===== src/rtl/hex_pkg.sv =====
// rtl/hex_pkg.sv - shared address map and reset constants for the seven-segment bus controller
package hex_pkg;

    localparam int BLINK_W = 24;

    localparam logic [31:0] HEX0_ADDR         = 32'h00;
    localparam logic [31:0] HEX1_ADDR         = 32'h04;
    localparam logic [31:0] HEX2_ADDR         = 32'h08;
    localparam logic [31:0] HEX3_ADDR         = 32'h0C;
    localparam logic [31:0] HEX4_ADDR         = 32'h10;
    localparam logic [31:0] HEX5_ADDR         = 32'h14;
    localparam logic [31:0] HEX6_ADDR         = 32'h18;
    localparam logic [31:0] HEX7_ADDR         = 32'h1C;
    localparam logic [31:0] BITMASK_ADDR      = 32'h20;
    localparam logic [31:0] BLINK_MASK_ADDR   = 32'h24;
    localparam logic [31:0] BLINK_PERIOD_ADDR = 32'h28;
    localparam logic [31:0] RESET_ADDR        = 32'h2C;

    localparam logic [7:0] BITMASK_RST    = 8'hFF;
    localparam logic [7:0] BLINK_MASK_RST = 8'h00;

endpackage


===== src/rtl/hex_blink_gen.sv =====
// rtl/hex_blink_gen.sv - half-period counter and blink phase flip-flop
module hex_blink_gen
    import hex_pkg::*;
(
    input  logic               clk_i,
    input  logic               rst_i,
    input  logic               clear_i,
    input  logic [BLINK_W-1:0] period_i,
    output logic               phase_o
);

    localparam logic [BLINK_W-1:0] ONE = BLINK_W'(1);

    logic [BLINK_W-1:0] cnt_q, cnt_d;
    logic               phase_q, phase_d;

    // Count up to period-1, then wrap and toggle; a zero period or a clear parks at phase 0.
    always_comb begin
        cnt_d   = cnt_q;
        phase_d = phase_q;
        if (clear_i || (period_i == '0)) begin
            cnt_d   = '0;
            phase_d = 1'b0;
        end else if (cnt_q == (period_i - ONE)) begin
            cnt_d   = '0;
            phase_d = ~phase_q;
        end else begin
            cnt_d = cnt_q + ONE;
        end
    end

    // Counter and phase registers.
    always_ff @(posedge clk_i or posedge rst_i) begin
        if (rst_i) begin
            cnt_q   <= '0;
            phase_q <= 1'b0;
        end else begin
            cnt_q   <= cnt_d;
            phase_q <= phase_d;
        end
    end

    assign phase_o = phase_q;

endmodule


===== src/rtl/hex_sb_ctrl.sv =====
// rtl/hex_sb_ctrl.sv - bus-mapped register file driving the eight-digit display stage
module hex_sb_ctrl
    import hex_pkg::*;
#(
    parameter logic [BLINK_W-1:0] BLINK_PERIOD_RST = 24'd5_000_000
) (
    input  logic        clk_i,
    input  logic        rst_i,
    input  logic        req_i,
    input  logic        write_enable_i,
    input  logic [31:0] addr_i,
    input  logic [31:0] write_data_i,
    output logic [31:0] read_data_o,
    output logic [3:0]  hex0_o,
    output logic [3:0]  hex1_o,
    output logic [3:0]  hex2_o,
    output logic [3:0]  hex3_o,
    output logic [3:0]  hex4_o,
    output logic [3:0]  hex5_o,
    output logic [3:0]  hex6_o,
    output logic [3:0]  hex7_o,
    output logic [7:0]  bitmask_o
);

    logic [3:0]         hex_q [8];
    logic [3:0]         hex_d [8];
    logic [7:0]         bitmask_q, bitmask_d;
    logic [7:0]         blink_mask_q, blink_mask_d;
    logic [BLINK_W-1:0] period_q, period_d;
    logic [31:0]        rdata_q, rdata_d;
    logic               soft_rst;
    logic               period_wr;
    logic               blink_phase;

    logic wr_en, rd_en, aligned, in_hex_range;
    assign wr_en        = req_i & write_enable_i;
    assign rd_en        = req_i & ~write_enable_i;
    assign aligned      = (addr_i[1:0] == 2'b00);
    assign in_hex_range = (addr_i[31:5] == 27'd0);

    // Register write decode, software reset and read-data mux.
    always_comb begin
        hex_d        = hex_q;
        bitmask_d    = bitmask_q;
        blink_mask_d = blink_mask_q;
        period_d     = period_q;
        rdata_d      = rdata_q;
        soft_rst     = 1'b0;
        period_wr    = 1'b0;

        if (wr_en && aligned) begin
            if (in_hex_range) begin
                hex_d[addr_i[4:2]] = write_data_i[3:0];
            end else begin
                case (addr_i)
                    BITMASK_ADDR:      bitmask_d    = write_data_i[7:0];
                    BLINK_MASK_ADDR:   blink_mask_d = write_data_i[7:0];
                    BLINK_PERIOD_ADDR: begin
                        period_d  = write_data_i[BLINK_W-1:0];
                        period_wr = 1'b1;
                    end
                    RESET_ADDR:        soft_rst = (write_data_i == 32'd1);
                    default: ;
                endcase
            end
        end

        if (rd_en) begin
            rdata_d = 32'd0;
            if (aligned) begin
                if (in_hex_range) begin
                    rdata_d = {28'd0, hex_q[addr_i[4:2]]};
                end else begin
                    case (addr_i)
                        BITMASK_ADDR:      rdata_d = {24'd0, bitmask_q};
                        BLINK_MASK_ADDR:   rdata_d = {24'd0, blink_mask_q};
                        BLINK_PERIOD_ADDR: rdata_d = {{(32-BLINK_W){1'b0}}, period_q};
                        default:           rdata_d = 32'd0;
                    endcase
                end
            end
        end

        if (soft_rst) begin
            for (int i = 0; i < 8; i++) hex_d[i] = 4'd0;
            bitmask_d    = BITMASK_RST;
            blink_mask_d = BLINK_MASK_RST;
            period_d     = BLINK_PERIOD_RST;
            rdata_d      = 32'd0;
        end
    end

    // Register file state.
    always_ff @(posedge clk_i or posedge rst_i) begin
        if (rst_i) begin
            for (int i = 0; i < 8; i++) hex_q[i] <= 4'd0;
            bitmask_q    <= BITMASK_RST;
            blink_mask_q <= BLINK_MASK_RST;
            period_q     <= BLINK_PERIOD_RST;
            rdata_q      <= 32'd0;
        end else begin
            hex_q        <= hex_d;
            bitmask_q    <= bitmask_d;
            blink_mask_q <= blink_mask_d;
            period_q     <= period_d;
            rdata_q      <= rdata_d;
        end
    end

    hex_blink_gen u_blink (
        .clk_i   (clk_i),
        .rst_i   (rst_i),
        .clear_i (period_wr | soft_rst),
        .period_i(period_q),
        .phase_o (blink_phase)
    );

    assign read_data_o = rdata_q;
    assign hex0_o      = hex_q[0];
    assign hex1_o      = hex_q[1];
    assign hex2_o      = hex_q[2];
    assign hex3_o      = hex_q[3];
    assign hex4_o      = hex_q[4];
    assign hex5_o      = hex_q[5];
    assign hex6_o      = hex_q[6];
    assign hex7_o      = hex_q[7];
    assign bitmask_o   = blink_phase ? (bitmask_q & ~blink_mask_q) : bitmask_q;

endmodule


===== config.mk =====
export PLATFORM = sky130hd
export DESIGN_NAME = hex_sb_ctrl
export DESIGN_NICKNAME = d
export VERILOG_FILES = /design/src/rtl/hex_pkg.sv /design/src/rtl/hex_blink_gen.sv /design/src/rtl/hex_sb_ctrl.sv
export SDC_FILE = /design/constraint.sdc
export NUM_CORES = 1
export LEC_CHECK = 0
export BUFFER_PORTS_ARGS = -buffer_cell sky130_fd_sc_hd__buf_4
export CORE_MARGIN = 2
export CORE_UTILIZATION = 35
export DETAILED_ROUTE_END_ITERATION = 8
export HOLD_SLACK_MARGIN = 0.02
export MAX_ROUTING_LAYER = met4
export PLACE_DENSITY_LB_ADDON = 0.3
export SLEW_MARGIN = 10
export SYNTH_ARGS = -nofsm -noshare
export SYNTH_HDL_FRONTEND = slang
export SYNTH_SLANG_ARGS = --single-unit
export TNS_END_PERCENT = 50

===== constraint.sdc =====
create_clock -name clk_i -period 3.6 [get_ports clk_i]
set_input_delay 0.54 -clock clk_i [delete_from_list [all_inputs] [get_ports clk_i]]
set_output_delay 0.54 -clock clk_i [all_outputs]
set_load 0.005 [all_outputs]

==> results of run 1 <==
-- routing by layer --
layer | wire length [um] | global-route usage | up-vias
li1 | - | - | 2664
met3 | 1130 | 0.0395 | 15
met1 | 8960 | 0.282 | 2811
met5 | 0 | - | -
met2 | 8780 | 0.296 | 204
met4 | 227 | 0.0526 | 0
-- sequential cells by signal, summed over array words and instances (netlist names), 8 cells and up --
register and count:
period_q 24, read_data_o 24, u_blink.cnt_q 24, bitmask_q 8, blink_mask_q 8
-- layout by cell type (no fill, tap or decap), drive strengths merged, types with 9 or more instances in the layout --
cell type  synthesis  final
clkbuf            31     22
xnor2             28     28
a21oi             25     25
dfrtp            105    105
nand2             50     50
xor2              26     26
a32o              21     21
nor4              23     23
inv               10      9
dfstp             16     16
buf               19    151
o21ai             13     13
a22o              10     10
nand3             23     23
nand4             12     12
mux2i             31     31
nor2b             10     10
a22oi             18     18
nor2              95     95
nor3              15     15
mux2              11     11
-- power breakdown --
part	internal [mW]	switching [mW]	total [mW]
clock	1.30	0.626	1.93
sequential	1.36	0.00000000257	1.36
combinational	0.0652	0.0885	0.154
total	2.73	0.715	3.45
-- critical path: cells and delay by family, from the launching register on --
family	cells	cell delay, ps
AO/OA/AOI/OAI	3	770
adder cells (fa/ha/maj)	1	300
buffers and inverters	2	270
flip-flops	1	480
AND/OR/NAND/NOR	5	1340
-- logic make-up after synthesis --
| logic type | after synthesis |
|---|---|
| DFF | 121 |
| adders and majority gates | 2 |
| other | 1 |
| AOI/OAI and AO/OA | 117 |
| buffers and inverters | 60 |
| and+or+nand+nor | 265 |
| xor gates and xnor gates | 54 |
| muxes | 50 |
-- layout make-up --
type	instances	area share
multi-input combinational	496	0.390
sequential	121	0.357
timing repair buffer	151	0.136
clock buffer	22	0.0567
tap	234	0.0343
clock inverter	10	0.0221
inverter	10	0.00483
-- how the worst min path moves through the flow --
stage,startpoint,end,slack (ps),cells past startpoint
after floorplan,blink_mask_q[0],blink_mask_q[0],470,2
after CTS,rst_i,hex4_o[0],250,2
after global placement,blink_mask_q[0],blink_mask_q[0],490,2
after detailed placement,blink_mask_q[0],blink_mask_q[0],490,2
final,rst_i,hex5_o[2],230,2
after global routing,rst_i,hex4_o[0],280,2
-- stage by stage --
stage	hold WS (ps)	setup WS, ps	std cells
floorplan	467	589	677
global placement	486	166	1012
detailed placement	492	108	1012
CTS	251	90.6	1044
global route	279	1.99	1044
finish	234	304	1044
-- synth_stat cells (all sizes together), types with 10 or more instances --
cell    instances  area (um^2)
xnor2          28          245
mux2i          31          310
a21oi          25          125
nand2          50          188
a22o           10         87.6
buf            19          129
nor2b          10         62.6
xor2           26          228
a32o           21          210
nor3           15         85.1
nand3          23          115
mux2           11          124
nor4           23          150
clkbuf         31          116
nor2           95          359
inv            10         37.5
o21ai          13         65.1
dfstp          16          420
a22oi          18          135
dfrtp         105         2630
nand4          12         75.1
==> summary.txt, run 1 <==
Drt
  • Final Routed Wirelength: 19100 um
  • Vias: 5694
  • Via density: 5.45
  • DRC Markers: 0
  • DR iter-0 viols: 382
  • Number of nets with antenna violations after routing: 0
  • First-pass DRT Iterations: 6
  • Routed length per instance: 18.3 um

Worst setup path
  • R2R Path Start: period_q[0]
  • Critical path arrival: 3590 ps
  • Setup CP Type: flip-flop to flip-flop
  • Slowest cell delay on critical path: 510 ps
  • CP max-delay cell: nor4b_1
  • Reg2reg setup slack: 300 ps
  • Worst setup EP type: flip-flop
  • Maximum fanout along the worst path: 24
  • FF-to-FF End: u_blink.cnt_q[6]
  • Worst EP required: 3900 ps
  • Critical path launch point: period_q[0]
  • Cell depth of the worst flop-to-flop path: 11
  • CP Launch Type: flip-flop
  • Critical Path End: u_blink.cnt_q[6]
  • Cell Chain, Critical Path: inv_1 -> ha_1 -> nor4b_1 -> nand2_1 -> a221oi_1 -> o211ai_1 -> or4_1 -> a2111oi_2 -> or2_1 -> buf_12 -> nor2_1

Finish
  • Area Overhead vs Synth: 29.4%
  • Multi-input logic area: 0.00333 mm^2
  • Final Net Count: 867
  • Final core occ: 0.460
  • Design area: 0.00854 mm^2
  • Sequential Area: 0.00305 mm^2
  • Number of inserted diodes: 0
  • Fill cells: 1754
  • Layout cells sized above 1: 0.280

Synth
  • Synth cell types: 57
  • Yosys warning count: 0
  • Flops & latches, synth: 121
  • Post-Synth XOR/XNOR Area: 0.0716
  • Register area share after synthesis: 0.462
  • Synth Area in Adders: 0.00379
  • Post-Syn Area: 0.00660 mm^2
  • Post-synthesis mux area share: 0.0931
  • EDFF count, synth: 0
  • Syn_area_per_cell: 9.85 um^2
  • Cells after Synth: 670
  • Largest family of logic cells by synthesized area: simple AND/OR/NAND/NOR gates
  • Post-synthesis simple-gate area fraction: 0.196
  • Asr flop ratio synth: 1.00
  • Compound-Gate Fraction of Synth Area: 0.131
  • Prevailing post-synth register cell: dfrtp_1

GRT
  • Grt ovf: 0
  • Largest net degree at the start of global routing: 69
  • First-pass GRT wire length: 30300 um
  • Vias in the first global route: 5466
  • Total GRT Usage: 0.200
  • Antenna violations before repair: 0

Floorplanning
  • Die Y: 141 um
  • Initial Utilization: 0.355
  • Core Region: 0.0186 mm^2
  • FP Rows: 50
  • Die ar.: 0.0200 mm^2
  • # IOs: 140
  • Die width: 141 um

STA
  • Setup TNS: 0 ps
  • Post-route minimum period: 3300 ps
  • Clk_skew: 7.77 ps
  • Worst-Margin Slew: 841 ps
  • RSZ-0062 raised after global routing: no
  • Relative slew slack: 0.438
  • Fin. max-slew vios: 0
  • Final setup viols: 0
  • FMAX: 303 MHz
  • Crit share post-route: 0.915
  • Fin. Hold Viols: 0

Power
  • Final Power: 3.45 mW
  • VDD IR max: 0.000315 V
  • Power Density: 404 mW/mm^2
  • Leakage power total: 3.86 nW

Clocking
  • CTS clock-pin slew for the worst setup and hold paths: 60 ps
  • Clock root cell: clkbuf_16
  • CTS buffer count: 17
  • Worst-skew pair later-pin latency: 420 ps
  • Post-CTS setup buffer count: 0
  • Longest Clk Path Bufs: 2
  • Clock sink count: 121
  • Hold_buf cts: 0
  • H-tree levels: 4
  • CTS tree: built
  • CTS resizes: 0

Placement
  • DP HPWL: 13900 um
  • Port bufs: 131
  • Placed instance area: 0.00786 mm^2
  • Routability cong.: 0.857

Run
  • Max Cap Viol: 0

Outcome
  • Status: completed

Worst hold path
  • HP Class: input port to asynchronous set/reset pin
Power figures use the tool's default switching activity.
==> run 2, diff against run 1 <==
Settings changed: CORE_ASPECT_RATIO set to 0.7.
==> run 2 against run 1 <==
Total power is 2.1% lower. Core utilization up 0.78 points. Fmax shrank 2.4%. Sequential share of layout area hardly changed. Worst setup slack worse by 82 ps.
==> summary.txt, run 2 (same netlist as run 1, synthesis figures left out) <==
Outcome
  • Status: completed

Placement
  • Port bufs: 131
  • Routability cong.: 0.926
  • DP HPWL: 14800 um

Finish
  • Number of inserted diodes: 0
  • Area Overhead vs Synth: 29.3%
  • Final Net Count: 870
  • Commonest non-fill, non-tap cell in the layout: buf_4
  • Layout cells sized above 1: 0.284
  • Final core occ: 0.467
  • Commonest cells after routing, fill and taps aside: buf_4, dfrtp_1, nor2_1, nand2_1, mux2i_1

Power
  • Comb pwr share: 0.048
  • Register share of total power: 0.403
  • VDD IR max: 0.000339 V
  • Clock power share: 0.549
  • Power Density: 395 mW/mm^2
  • Leakage power total: 3.86 nW
  • Cell internal pwr: 2.60 mW
  • Sw Pwr: 0.772 mW
  • Net Sw Frac: 0.229

STA
  • Post-route minimum period: 3380 ps
  • Worst-Margin Slew: 948 ps
  • Clk_skew: 10.7 ps
  • FMAX: 296 MHz
  • Relative slew slack: 0.366
  • Crit share post-route: 0.938
  • Final setup viols: 0
  • Fin. max-slew vios: 0
  • Fin. Hold Viols: 0
  • Setup TNS: 0 ps
  • RSZ-0062 raised after global routing: no

Worst hold path
  • HP Class: input port to asynchronous set/reset pin

Worst setup path
  • CP max-delay cell: nor4b_1
  • Cell depth of the worst flop-to-flop path: 11
  • Setup CP Type: flip-flop to flip-flop
  • Cell Chain, Critical Path: inv_1 -> ha_1 -> nor4b_1 -> nand2_1 -> a221oi_1 -> o211ai_1 -> or4_1 -> a2111oi_2 -> or2_1 -> buf_12 -> nor2_1
  • Worst setup EP type: flip-flop
  • Maximum fanout along the worst path: 24
  • CP Launch Type: flip-flop
  • FF-to-FF End: u_blink.cnt_q[12]
  • Worst EP required: 3910 ps
  • Critical path arrival: 3680 ps
  • R2R Path Start: period_q[1]
  • Slowest cell delay on critical path: 550 ps
  • Reg2reg setup slack: 220 ps

Clocking
  • Clock sink count: 121
  • Clock root cell: clkbuf_16
  • Hold_buf cts: 0
  • Longest Clk Path Bufs: 2
  • CTS tree: built
  • Worst-skew pair later-pin latency: 430 ps
  • CTS buffer count: 17
  • Post-CTS setup buffer count: 0
  • CTS resizes: 0
  • H-tree levels: 4
  • CTS clock-pin slew for the worst setup and hold paths: 60 ps

GRT
  • Met2 Use GR: 0.267
  • Antenna violations before repair: 0
  • Met1 track demand over resource: 0.323
  • Met3 GRT Util: 0.0452
  • First-pass GRT wire length: 31100 um
  • Grt ovf: 0
  • Vias in the first global route: 5382
  • Largest net degree at the start of global routing: 42
  • Gr busiest metal: met1
  • Total GRT Usage: 0.208

Drt
  • Via density: 5.46
  • First-pass DRT Iterations: 5
  • Number of nets with antenna violations after routing: 0
  • Final Routed Wirelength: 19900 um
  • DR iter-0 viols: 425
  • Vias: 5725
  • DRC Markers: 0
  • Routed length per instance: 18.9 um

Floorplanning
  • Core Region: 0.0183 mm^2
  • # IOs: 140
  • Die width: 168 um
  • Die Y: 119 um
  • FP Rows: 41
  • Initial Utilization: 0.361
  • Die ar.: 0.0200 mm^2

Run
  • Max Cap Viol: 0
==> run 2: changes by cell type in the layout (fill, tap and decap cells not counted), sizes merged <==
cell,previous run,this run
clkinv,4,5
clkbuf,22,17
inv,9,15
buf,151,154
clkinvlp,2,1
bufinv,5,4
==> run 2: worst max path at each step <==
stage | slack, ps | start | cells past startpoint | end
finish | 220 | period_q[1] | 11 | u_blink.cnt_q[12]
global route | 0.2 | period_q[1] | 11 | u_blink.cnt_q[2]
CTS | 280 | period_q[2] | 9 | u_blink.cnt_q[0]
detailed placement | 300 | period_q[2] | 9 | u_blink.cnt_q[12]
global placement | 400 | period_q[5] | 9 | u_blink.cnt_q[2]
floorplan | 590 | period_q[0] | 12 | u_blink.cnt_q[16]
==> run 2: area by class of cell <==
cell class	count	area, um^2
Clock buffer	17	425
Fill cell	1722	9730
Sequential cell	121	3050
Multi-Input combinational cell	496	3320
Inverter	10	41.3
Tap cell	236	295
Clock inverter	15	213
Timing Repair Buffer	154	1190
==> run 2: worst max-delay path, delay by kind of cell, from the launching register on <==
| kind | cells | cell delay, ps |
|---|---|---|
| AND/OR/NAND/NOR | 5 | 1410 |
| AO/OA/AOI/OAI | 3 | 810 |
| flip-flops | 1 | 480 |
| buffers and inverters | 2 | 270 |
| adder cells (fa/ha/maj) | 1 | 270 |
==> run 2: per-stage QoR <==
| stage | instance area, um^2 | setup WS [ps] | hold slack (ps) | cells | power (mW) |
|---|---|---|---|---|---|
| after floorplan | 6630 | 589 | 467 | 677 | 1.45 |
| after global placement | 7900 | 404 | 468 | 1017 | 1.55 |
| after detailed placement | 7900 | 303 | 474 | 1017 | 1.55 |
| after CTS | 8540 | 283 | 336 | 1049 | 3.39 |
| after global routing | 8540 | 0.180 | 361 | 1049 | 3.48 |
| final | 8540 | 222 | 320 | 1049 | 3.37 |
==> run 2: power by group through the flow <==
| stage | Sequential [mW] | Clock (mW) | Combinational, mW |
|---|---|---|---|
| after detailed placement | 1.39 | 0 | 0.162 |
| after global routing | 1.36 | 1.94 | 0.176 |
| after CTS | 1.36 | 1.87 | 0.162 |
| after floorplan | 1.39 | 0 | 0.0677 |
| after global placement | 1.39 | 0 | 0.162 |
| final | 1.36 | 1.85 | 0.160 |
==> run 2: routing by layer <==
metal  up-vias  share of wire  wire length [um]
met5         -              0                 0
met4         0          0.013               265
met3        21          0.076              1510
met2       248           0.39              7790
met1      2778           0.52             10300
li1       2678              -                 -
